**src/rtl/lfsr_dropout_unit_pkg.sv**
```systemverilog
// Shared constants and helpers for the LFSR dropout unit: LFSR polynomial/width,
// drop-count width, the Galois step function and per-lane seed derivation.
package lfsr_dropout_unit_pkg;

    localparam int LFSR_W = 16;
    localparam int CNT_W  = 16;
    localparam int RND_W  = 8;
    localparam logic [LFSR_W-1:0] LFSR_POLY = 16'hB400;

    function automatic logic [LFSR_W-1:0] lfsr_next(input logic [LFSR_W-1:0] l);
        return (l >> 1) ^ (l[0] ? LFSR_POLY : '0);
    endfunction

    // An all-zero state would lock the LFSR, so a zero seed is replaced by 1.
    function automatic logic [LFSR_W-1:0] lane_seed(input logic [LFSR_W-1:0] base,
                                                     input int lane);
        logic [LFSR_W-1:0] s;
        s = base + LFSR_W'(lane);
        return (s == '0) ? LFSR_W'(1) : s;
    endfunction

endpackage

```
**src/rtl/dropout_lfsr.sv**
```systemverilog
// One 16-bit Galois LFSR lane with seed, synchronous load and advance controls;
// exposes the low byte as the lane's random value.
module dropout_lfsr
    import lfsr_dropout_unit_pkg::*;
#(
    parameter logic [LFSR_W-1:0] SEED = 16'h0001
) (
    input  logic             clk,
    input  logic             rst_n,
    input  logic             load_i,
    input  logic             advance_i,
    output logic [RND_W-1:0] rnd_o
);

    logic [LFSR_W-1:0] lfsr_d, lfsr_q;

    // Load wins over advance so a beat accepted alongside a reload does not step.
    always_comb begin
        lfsr_d = lfsr_q;
        if (load_i) begin
            lfsr_d = SEED;
        end else if (advance_i) begin
            lfsr_d = lfsr_next(lfsr_q);
        end
    end

    // NOTE: state registers use non-blocking assignments only, so every flop samples
    // pre-edge values regardless of block ordering.
    always_ff @(posedge clk or negedge rst_n) begin
        if (!rst_n) begin
            lfsr_q <= SEED;
        end else begin
            lfsr_q <= lfsr_d;
        end
    end

    assign rnd_o = lfsr_q[RND_W-1:0];

endmodule

```
**src/rtl/lfsr_dropout_unit.sv**
```systemverilog
// Per-lane LFSR dropout with a one-deep registered output stage and a saturating
// drop counter. Define DROPOUT_SCALE_EN to saturating-scale kept lanes by SCALE_SHIFT.
module lfsr_dropout_unit
    import lfsr_dropout_unit_pkg::*;
#(
    parameter int                LANES       = 8,
    parameter int                DW          = 8,
    parameter logic [LFSR_W-1:0] SEED        = 16'hACE1,
    parameter int                SCALE_SHIFT = 1
) (
    input  logic                  clk,
    input  logic                  rst_n,
    input  logic                  ui_ena,
    input  logic                  train,
    input  logic [7:0]            rate,
    input  logic                  seed_load,
    input  logic                  stat_clr,
    input  logic                  in_valid,
    output logic                  in_ready,
    input  logic [LANES*DW-1:0]   in_data,
    output logic                  out_valid,
    input  logic                  out_ready,
    output logic [LANES*DW-1:0]   out_data,
    output logic [LANES-1:0]      out_mask,
    output logic [CNT_W-1:0]      drop_count
);

    logic                       out_valid_d, out_valid_q;
    logic [LANES*DW-1:0]        out_data_d, out_data_q;
    logic [LANES-1:0]           out_mask_d, out_mask_q;
    logic [CNT_W-1:0]           drop_count_d, drop_count_q;

    logic [LANES-1:0][RND_W-1:0] lane_rnd;
    logic [LANES-1:0]            drop_vec;
    logic [LANES*DW-1:0]         beat_data;
    logic [CNT_W-1:0]            n_drop;
    logic [CNT_W:0]              count_sum;
    logic                        accept, lfsr_load, lfsr_adv;

    function automatic logic [DW-1:0] keep_val(input logic [DW-1:0] x);
`ifdef DROPOUT_SCALE_EN
        logic [DW+SCALE_SHIFT-1:0] wide;
        wide = (DW + SCALE_SHIFT)'(x) << SCALE_SHIFT;
        return ((wide >> DW) != '0) ? '1 : wide[DW-1:0];
`else
        return x;
`endif
    endfunction

    assign in_ready  = ui_ena & (~out_valid_q | out_ready);
    assign accept    = in_valid & in_ready;
    assign lfsr_load = ui_ena & seed_load;
    assign lfsr_adv  = accept & train & ~seed_load;

    for (genvar g = 0; g < LANES; g++) begin : g_lane
        dropout_lfsr #(
            .SEED(lane_seed(SEED, g))
        ) u_lfsr (
            .clk      (clk),
            .rst_n    (rst_n),
            .load_i   (lfsr_load),
            .advance_i(lfsr_adv),
            .rnd_o    (lane_rnd[g])
        );
    end

    always_comb begin
        drop_vec  = '0;
        beat_data = '0;
        n_drop    = '0;
        for (int i = 0; i < LANES; i++) begin
            drop_vec[i] = train & (lane_rnd[i] < rate);
            if (!drop_vec[i]) begin
                beat_data[i*DW +: DW] = keep_val(in_data[i*DW +: DW]);
            end
            n_drop = n_drop + CNT_W'(drop_vec[i]);
        end
    end

    always_comb begin
        out_valid_d  = out_valid_q;
        out_data_d   = out_data_q;
        out_mask_d   = out_mask_q;
        drop_count_d = drop_count_q;
        count_sum    = {1'b0, drop_count_q} + {1'b0, n_drop};

        if (accept) begin
            out_valid_d = 1'b1;
            out_data_d  = beat_data;
            out_mask_d  = ~drop_vec;
        end else if (ui_ena && out_ready) begin
            out_valid_d = 1'b0;
        end

        // A clear coinciding with an accept restarts the count from this beat.
        if (ui_ena && stat_clr) begin
            drop_count_d = accept ? n_drop : '0;
        end else if (accept) begin
            drop_count_d = count_sum[CNT_W] ? '1 : count_sum[CNT_W-1:0];
        end
    end

    always_ff @(posedge clk or negedge rst_n) begin
        if (!rst_n) begin
            out_valid_q  <= 1'b0;
            out_data_q   <= '0;
            out_mask_q   <= '0;
            drop_count_q <= '0;
        end else begin
            out_valid_q  <= out_valid_d;
            out_data_q   <= out_data_d;
            out_mask_q   <= out_mask_d;
            drop_count_q <= drop_count_d;
        end
    end

    assign out_valid  = out_valid_q;
    assign out_data   = out_data_q;
    assign out_mask   = out_mask_q;
    assign drop_count = drop_count_q;

endmodule

```
**config.mk**
```make
export PLATFORM = sky130hd
export DESIGN_NAME = lfsr_dropout_unit
export DESIGN_NICKNAME = d
export VERILOG_FILES = /design/src/rtl/lfsr_dropout_unit_pkg.sv /design/src/rtl/dropout_lfsr.sv /design/src/rtl/lfsr_dropout_unit.sv
export SDC_FILE = /design/constraint.sdc
export NUM_CORES = 1
export LEC_CHECK = 0
export ABC_AREA = 1
export BUFFER_PORTS_ARGS = -buffer_cell sky130_fd_sc_hd__buf_2
export CAP_MARGIN = 0
export CORE_ASPECT_RATIO = 1.5
export CORE_MARGIN = 1.5
export CORE_UTILIZATION = 45
export DETAILED_ROUTE_END_ITERATION = 12
export PLACE_DENSITY_LB_ADDON = 0.1
export SETUP_SLACK_MARGIN = 0.15
export SLEW_MARGIN = 0
export SYNTH_ARGS = -nofsm -noshare
export SYNTH_HDL_FRONTEND = slang
export SYNTH_SLANG_ARGS = --single-unit
```
**constraint.sdc**
```tcl
create_clock -name clk -period 10.15 [get_ports clk]
set_clock_uncertainty 0.15 [all_clocks]
set_input_delay 2.03 -clock clk [delete_from_list [all_inputs] [get_ports clk]]
set_output_delay 2.03 -clock clk [all_outputs]
set_load 0.05 [all_outputs]
```
==> out/metrics.cfg, run 1 <==
[setup_path]
cp.required_ps = 10380
crit_arrival_ps = 7510
path_cells = buf_2, inv_1, ha_1, a21oi_1, o21a_1, nand3_1, fa_1, fa_1, fa_1, inv_1, ha_1, fa_1, or2_2, nand2_1, ha_1, nand3_1, nand3_1, nand3_1, inv_1, o21ai_0, nand2_1
rr_endpoint = drop_count[6]
critPathMaxFanout = 13
max_stage_delay_ps = 630
r2r_cells = 19
end_kind = flop
r2r_slack_ps = 4300
critPathLaunchType = primary input
critPathKind = in -> reg
rr_startpoint = g_lane[0].u_lfsr.lfsr_q[7]
slowest_stage = fa_1

[yosys]
syn_nets = 1376
ys_types = 33
ys_ff_latch = 217
seq_area_frac_synth_pct = 51.4
netlist_instances = 1228
synth.yosys.warnings = 0
avgSynthCellArea_um2 = 8.74
syn_area_um2 = 10700

[detailed_routing]
drt_first_pass_iters = 4
routedWlPerCell_um = 15.5
postRouteAntennaNets = 0
vias = 8656
drt_iter0_markers = 448
postRouteWirelength_mm = 26.5
vias_per_cell = 5.05
drc = 0

[hold_path]
hp-start = out_data[30]
hold_path.class = reg -> reg
hold_path_end = out_data[30]
hold_depth = 2

[power_and_ir_drop]
powerDensity_nw_per_um2 = 218
vdd_ir_drop_max_uv = 108
p_leak_nw = 6.60

[outcome]
outcome = complete, no violations

[timing]
finalCritPeriodShare_pct = 71.7
hold_violations = 0
rsz0062_at_grt = false
max_slew_margin_pct = 18.7
period_minus_slack_ps = 7270
worst_pin_slew_ps = 1220
setup_violations = 0
tns_ps = 0
clock.fmax_ghz = 0.137
final_max_slew_viol_count = 0

[floorplan]
rows = 69
die_y_um = 192
io_pins = 170
core_um2 = 23600
die-area_um2 = 24800
die_w_um = 129
start_util_pct = 45.5

[placed_design]
dp_hpwl_mm = 17.6
io_buffers = 169
place.gp.congestion = 0.853

[job]
max-cap-violations = 0

[grt]
grt_pass1_vias = 8507
grt-ovfl-total = 0
grt_pass1_wl_mm = 43.7
gr-usage-all-layers_pct = 21.8
antenna_found_initial = 1
grt_max_degree = 103

[clocking]
cts.sinks = 217
cts_max_level = 1
cts_buffers = 23
cts_buffer_depth = 3
holdBufCountCts = 0
clock_latency_ps = 500
cts-root-buf = clkbuf_16
cts.clk_slew.worst_paths_ps = 60
cts_tree = built
post_cts_buffers = 0
cts_resized = 0

[final_layout]
final_util_pct = 53.2
finish.net_count = 1525
area_delta_synth_final_pct = 16.8
drive_gt1_share_pct = 21.9

[cell type report]
| class | count | area [µm²] |
|---|---|---|
| timing repair buffer | 176 | 908 |
| clock inverter | 12 | 165 |
| tap | 319 | 399 |
| antenna | 1 | 2.50 |
| sequential | 217 | 5520 |
| clock buffer | 29 | 638 |
| multi-input combinational | 838 | 4450 |
| fill | 2238 | 11000 |
| inverter | 121 | 454 |
[stage by stage]
| step | cells | power (mW) | hold WS, ps | setup WS (ps) | cell area (µm²) |
|---|---|---|---|---|---|
| final | 1713 | 2.73 | 322 | 2880 | 12500 |
| after global routing | 1712 | 2.88 | 336 | 2450 | 12500 |
| after CTS | 1712 | 2.76 | 325 | 2820 | 12500 |
| after detailed placement | 1671 | 1.86 | 309 | 2300 | 11700 |
| after global placement | 1671 | 1.85 | 308 | 2400 | 11700 |
| after floorplan | 1228 | 1.65 | 303 | 3260 | 10700 |
[where the power goes]
group	internal [mW]	switching [mW]
Combinational	0.208	0.535
Clock	0.546	0.347
Sequential	1.02	0.0773
[critical path, delay by kind of cell]
family,cells,cell delay [ps]
buf+inv,4,550
compound gates,3,450
fa+ha+maj,7,2860
simple gates,7,1600
[layout by cell type (no fill, tap or decap), types with 3 or more instances in the layout]
cell,count
a21oi_1,38
a22oi_2,7
buf_2,168
buf_4,7
bufinv_16,4
clkbuf_16,23
clkbuf_8,4
clkinv_2,6
dfrtp_1,148
dfstp_2,69
fa_1,5
ha_1,63
inv_1,116
inv_2,5
nand2_1,388
nand3_1,123
nor2_1,36
nor3_1,3
o21a_1,8
o21ai_0,63
o21ai_1,34
o21ai_2,4
o22ai_1,30
xnor2_1,21
[flip-flops by register name, summed over array words and instances (netlist names)]
register              flops
drop_count               16
g_lane.u_lfsr.lfsr_q    128
out_mask                  8
out_data                 64
out_valid                 1
[kinds of logic after synthesis]
kind of cell    synth area share, %
xor+xnor                       1.88
fa+ha+maj                      8.28
simple gates                   21.4
compound gates                 9.94
buf+inv                        7.12
flops                          51.4
[how the worst max path moves through the flow]
stage	endpoint	depth (start not counted)	slack, ps	from
floorplan	drop_count[8]	21	3260	rate[7]
global placement	drop_count[5]	21	2400	rate[7]
detailed placement	drop_count[5]	21	2300	rate[7]
CTS	drop_count[5]	21	2820	rate[7]
global route	drop_count[8]	24	2450	rate[1]
finish	drop_count[6]	21	2880	rate[7]
[metal layers]
layer,up-vias,global-route usage [%],routed length [µm]
met5,-,0,0
met4,0,5.66,596
met3,48,3.12,958
met2,158,39.7,13700
met1,4174,26.8,11300
li1,4276,-,-
[cell usage after synthesis]
| master | count | area, µm² |
|---|---|---|
| dfrtp_1 | 148 | 3700 |
| nand4_1 | 2 | 12.5 |
| and2_1 | 1 | 6.26 |
| a22oi_2 | 7 | 87.6 |
| clkbuf_1 | 17 | 63.8 |
| nor3_1 | 3 | 15.0 |
| inv_2 | 5 | 18.8 |
| buf_1 | 1 | 3.75 |
| inv_1 | 116 | 435 |
| buf_4 | 4 | 30.0 |
| nand3b_1 | 2 | 15.0 |
| nor2_1 | 36 | 135 |
| dfstp_2 | 69 | 1810 |
| xnor2_1 | 21 | 184 |
| nand3_1 | 123 | 616 |
| o21ai_0 | 63 | 315 |
| o21a_1 | 8 | 60.1 |
| o22ai_1 | 30 | 188 |
| or2_2 | 2 | 12.5 |
| buf_2 | 20 | 100 |
| a21oi_1 | 38 | 190 |
| o31ai_1 | 1 | 7.51 |
| buf_6 | 10 | 113 |
| fa_1 | 5 | 100 |
| o21ai_2 | 4 | 35.0 |
| xor2_1 | 2 | 17.5 |
| o21ai_1 | 34 | 170 |
| ha_1 | 63 | 788 |
| nand2_4 | 2 | 22.5 |
| a21o_1 | 1 | 7.51 |
| nand2_1 | 388 | 1460 |
| a31oi_1 | 1 | 6.26 |
| nand2_2 | 1 | 6.26 |
Note: power is estimated with default switching activity, not from simulation.
==> run 2, diff against run 1 <==
==> constraint.sdc (replaced) <==
create_clock -name clk -period 6.9 [get_ports clk]
set_clock_uncertainty 0.15 [all_clocks]
set_input_delay 1.38 -clock clk [delete_from_list [all_inputs] [get_ports clk]]
set_output_delay 1.38 -clock clk [all_outputs]
set_load 0.05 [all_outputs]
==> run 2 against run 1 <==
Compared with the run above: combinational power increased by 49%; via count increased by 0.20%; core utilization increased by 0.41 points; cell count increased by 0.53%; register-to-register slack got worse by 2700 ps; die area unchanged; count of clock-buffer cells in the layout unchanged; global-route usage about the same; critical path depth increased by 1; largest cell class unchanged; wire length increased by 1.8%; final area increased by 0.78%.
==> out/metrics.cfg, run 2 (same netlist as run 1, synthesis figures left out) <==
[grt]
grt_pass1_vias = 8550  ; +0.51%
gr-usage-all-layers_pct = 21.8  ; about the same
grt_pass1_wl_mm = 43.3  ; -0.77%
antenna_found_initial = 1  ; unchanged
grt-ovfl-total = 0  ; unchanged
grt_max_degree = 156  ; +51%

[clocking]
cts_max_level = 1  ; unchanged
cts_buffer_depth = 3  ; unchanged
cts_resized = 0  ; unchanged
post_cts_buffers = 0  ; unchanged
cts.sinks = 217  ; unchanged
holdBufCountCts = 0  ; unchanged
cts_buffers = 23  ; unchanged
cts-root-buf = clkbuf_16
cts.clk_slew.worst_paths_ps = 60  ; about the same
cts_tree = built
clock_latency_ps = 510  ; about the same

[placed_design]
place.gp.congestion = 0.870  ; +2.0%
io_buffers = 169  ; unchanged
post-place-ws_ps = 298  ; -2000 ps
dp_hpwl_mm = 17.9  ; +1.9%
place_area_um2 = 11800  ; +0.68%

[timing]
finalCritPeriodShare_pct = 88.2
tns_ps = 0  ; unchanged
max_slew_margin_pct = 33.9  ; +15 points
setup_violations = 0  ; unchanged
hold_violations = 0  ; unchanged
clock.fmax_ghz = 0.164
rsz0062_at_grt = false
worst_pin_slew_ps = 992  ; -226 ps
period_minus_slack_ps = 6090
final_max_slew_viol_count = 0  ; unchanged
timing.final.ws_setup_ps = 815  ; -2060 ps

[setup_path]
max_stage_delay_ps = 540  ; -90 ps
slowest_stage = fa_1
setup.worst_path.start = rate[5]
rr_startpoint = g_lane[0].u_lfsr.lfsr_q[7]
cp.required_ps = 7170  ; -3210 ps
end_kind = flop
critPathLaunchType = primary input
crit_family = adder cells
crit_arrival_ps = 6360  ; -1150 ps
critPathMaxFanout = 8  ; -5
path_buf_inv = 6  ; +2
critPathKind = in -> reg
cp_common_cell = fa_1
path_cells = buf_2, inv_1, ha_1, a21oi_1, o21a_1, nand3_1, fa_1, fa_1, fa_1, inv_1, ha_1, fa_1, inv_1, fa_1, inv_1, nand3_1, nand3_1, nand3_1, buf_4, o21ai_0, nand2_1, o21ai_0

[detailed_routing]
drt_first_pass_iters = 5  ; +1
drt_iter0_markers = 414  ; -7.6%
routedWlPerCell_um = 15.7  ; +1.3%
postRouteAntennaNets = 0  ; unchanged
drc = 0  ; unchanged
vias_per_cell = 5.04  ; -0.33%
vias = 8673  ; +0.20%
postRouteWirelength_mm = 27.0  ; +1.8%

[final_layout]
finalInstanceArea_um2 = 12600  ; +0.78%
drive_gt1_share_pct = 22.3  ; +0.43 points
area_delta_synth_final_pct = 17.7
layout_commonest_cell = nand2_1
top_register = g_lane.u_lfsr.lfsr_q
fillers = 2271  ; +1.5%
finish.net_count = 1534  ; +0.59%
final_cell_mix = 388 x nand2_1, 168 x buf_2, 148 x dfrtp_1
largest_reg_flops = 128  ; unchanged

[floorplan]
rows = 69  ; unchanged
die_y_um = 192  ; unchanged
start_util_pct = 45.5  ; unchanged
io_pins = 170  ; unchanged
core_um2 = 23600  ; unchanged
die_w_um = 129  ; unchanged
die-area_um2 = 24800  ; unchanged

[power_and_ir_drop]
p_leak_nw = 6.64  ; +0.70%
powerDensity_nw_per_um2 = 321  ; +47%
vdd_ir_drop_max_uv = 219  ; +100%

[outcome]
outcome = complete, no violations

[job]
max-cap-violations = 0  ; unchanged

[hold_path]
hold_path.class = reg -> reg
hp-start = out_data[60]

run 2: through the flow:
stage                     hold slack [ps]  power, mW  cells  util, %
after CTS                             326       4.10   1721     53.6
final                                 322       4.05   1722     53.6
after floorplan                       303       2.43   1228        -
after detailed placement              310       2.74   1680     50.1
after global placement                307       2.73   1680     50.1
after global routing                  333       4.26   1722     53.6
run 2: layer usage:
metal  routed length [µm]  global-route usage (%)  vias up  part of all wire [%]
met2                13900                    40.1      178                    51
met1                11400                    26.4     4161                    42
met3                 1120                    2.76       36                   4.1
met5                    0                       0        -                     0
li1                     -                       -     4298                     -
met4                  613                    6.31        0                   2.3
run 2: report_power, final:
part	internal [mW]	leakage, nW	switching (mW)
clock network	0.831	0.395	0.509
registers	1.50	2.67	0.110
logic	0.313	3.57	0.793
total	2.64	6.64	1.41
run 2: tightest hold or removal path, cell delays in order (launching register included):
cell,delay (ps)
dfrtp_1,340
nand2_1,50
nand2_1,50
run 2: worst paths after layout:
check	end	slack, ps	cells past startpoint
max	drop_count[8]	810	22
max in group asynchronous	g_lane[4].u_lfsr.lfsr_q[9]	4750	2
min reg2reg	out_data[60]	320	2
min in group asynchronous	out_data[63]	640	1
min	out_data[60]	320	2
max reg2reg	drop_count[8]	1570	20
run 2: cell type report:
class,count,area (µm²),area share [%]
Timing Repair Buffer,185,988,7.82
Antenna cell,1,2.50,0.0198
Inverter,121,454,3.59
Clock inverter,12,193,1.52
Multi-Input combinational cell,838,4450,35.3
Sequential cell,217,5520,43.7
Tap cell,319,399,3.16
Clock buffer,29,628,4.97
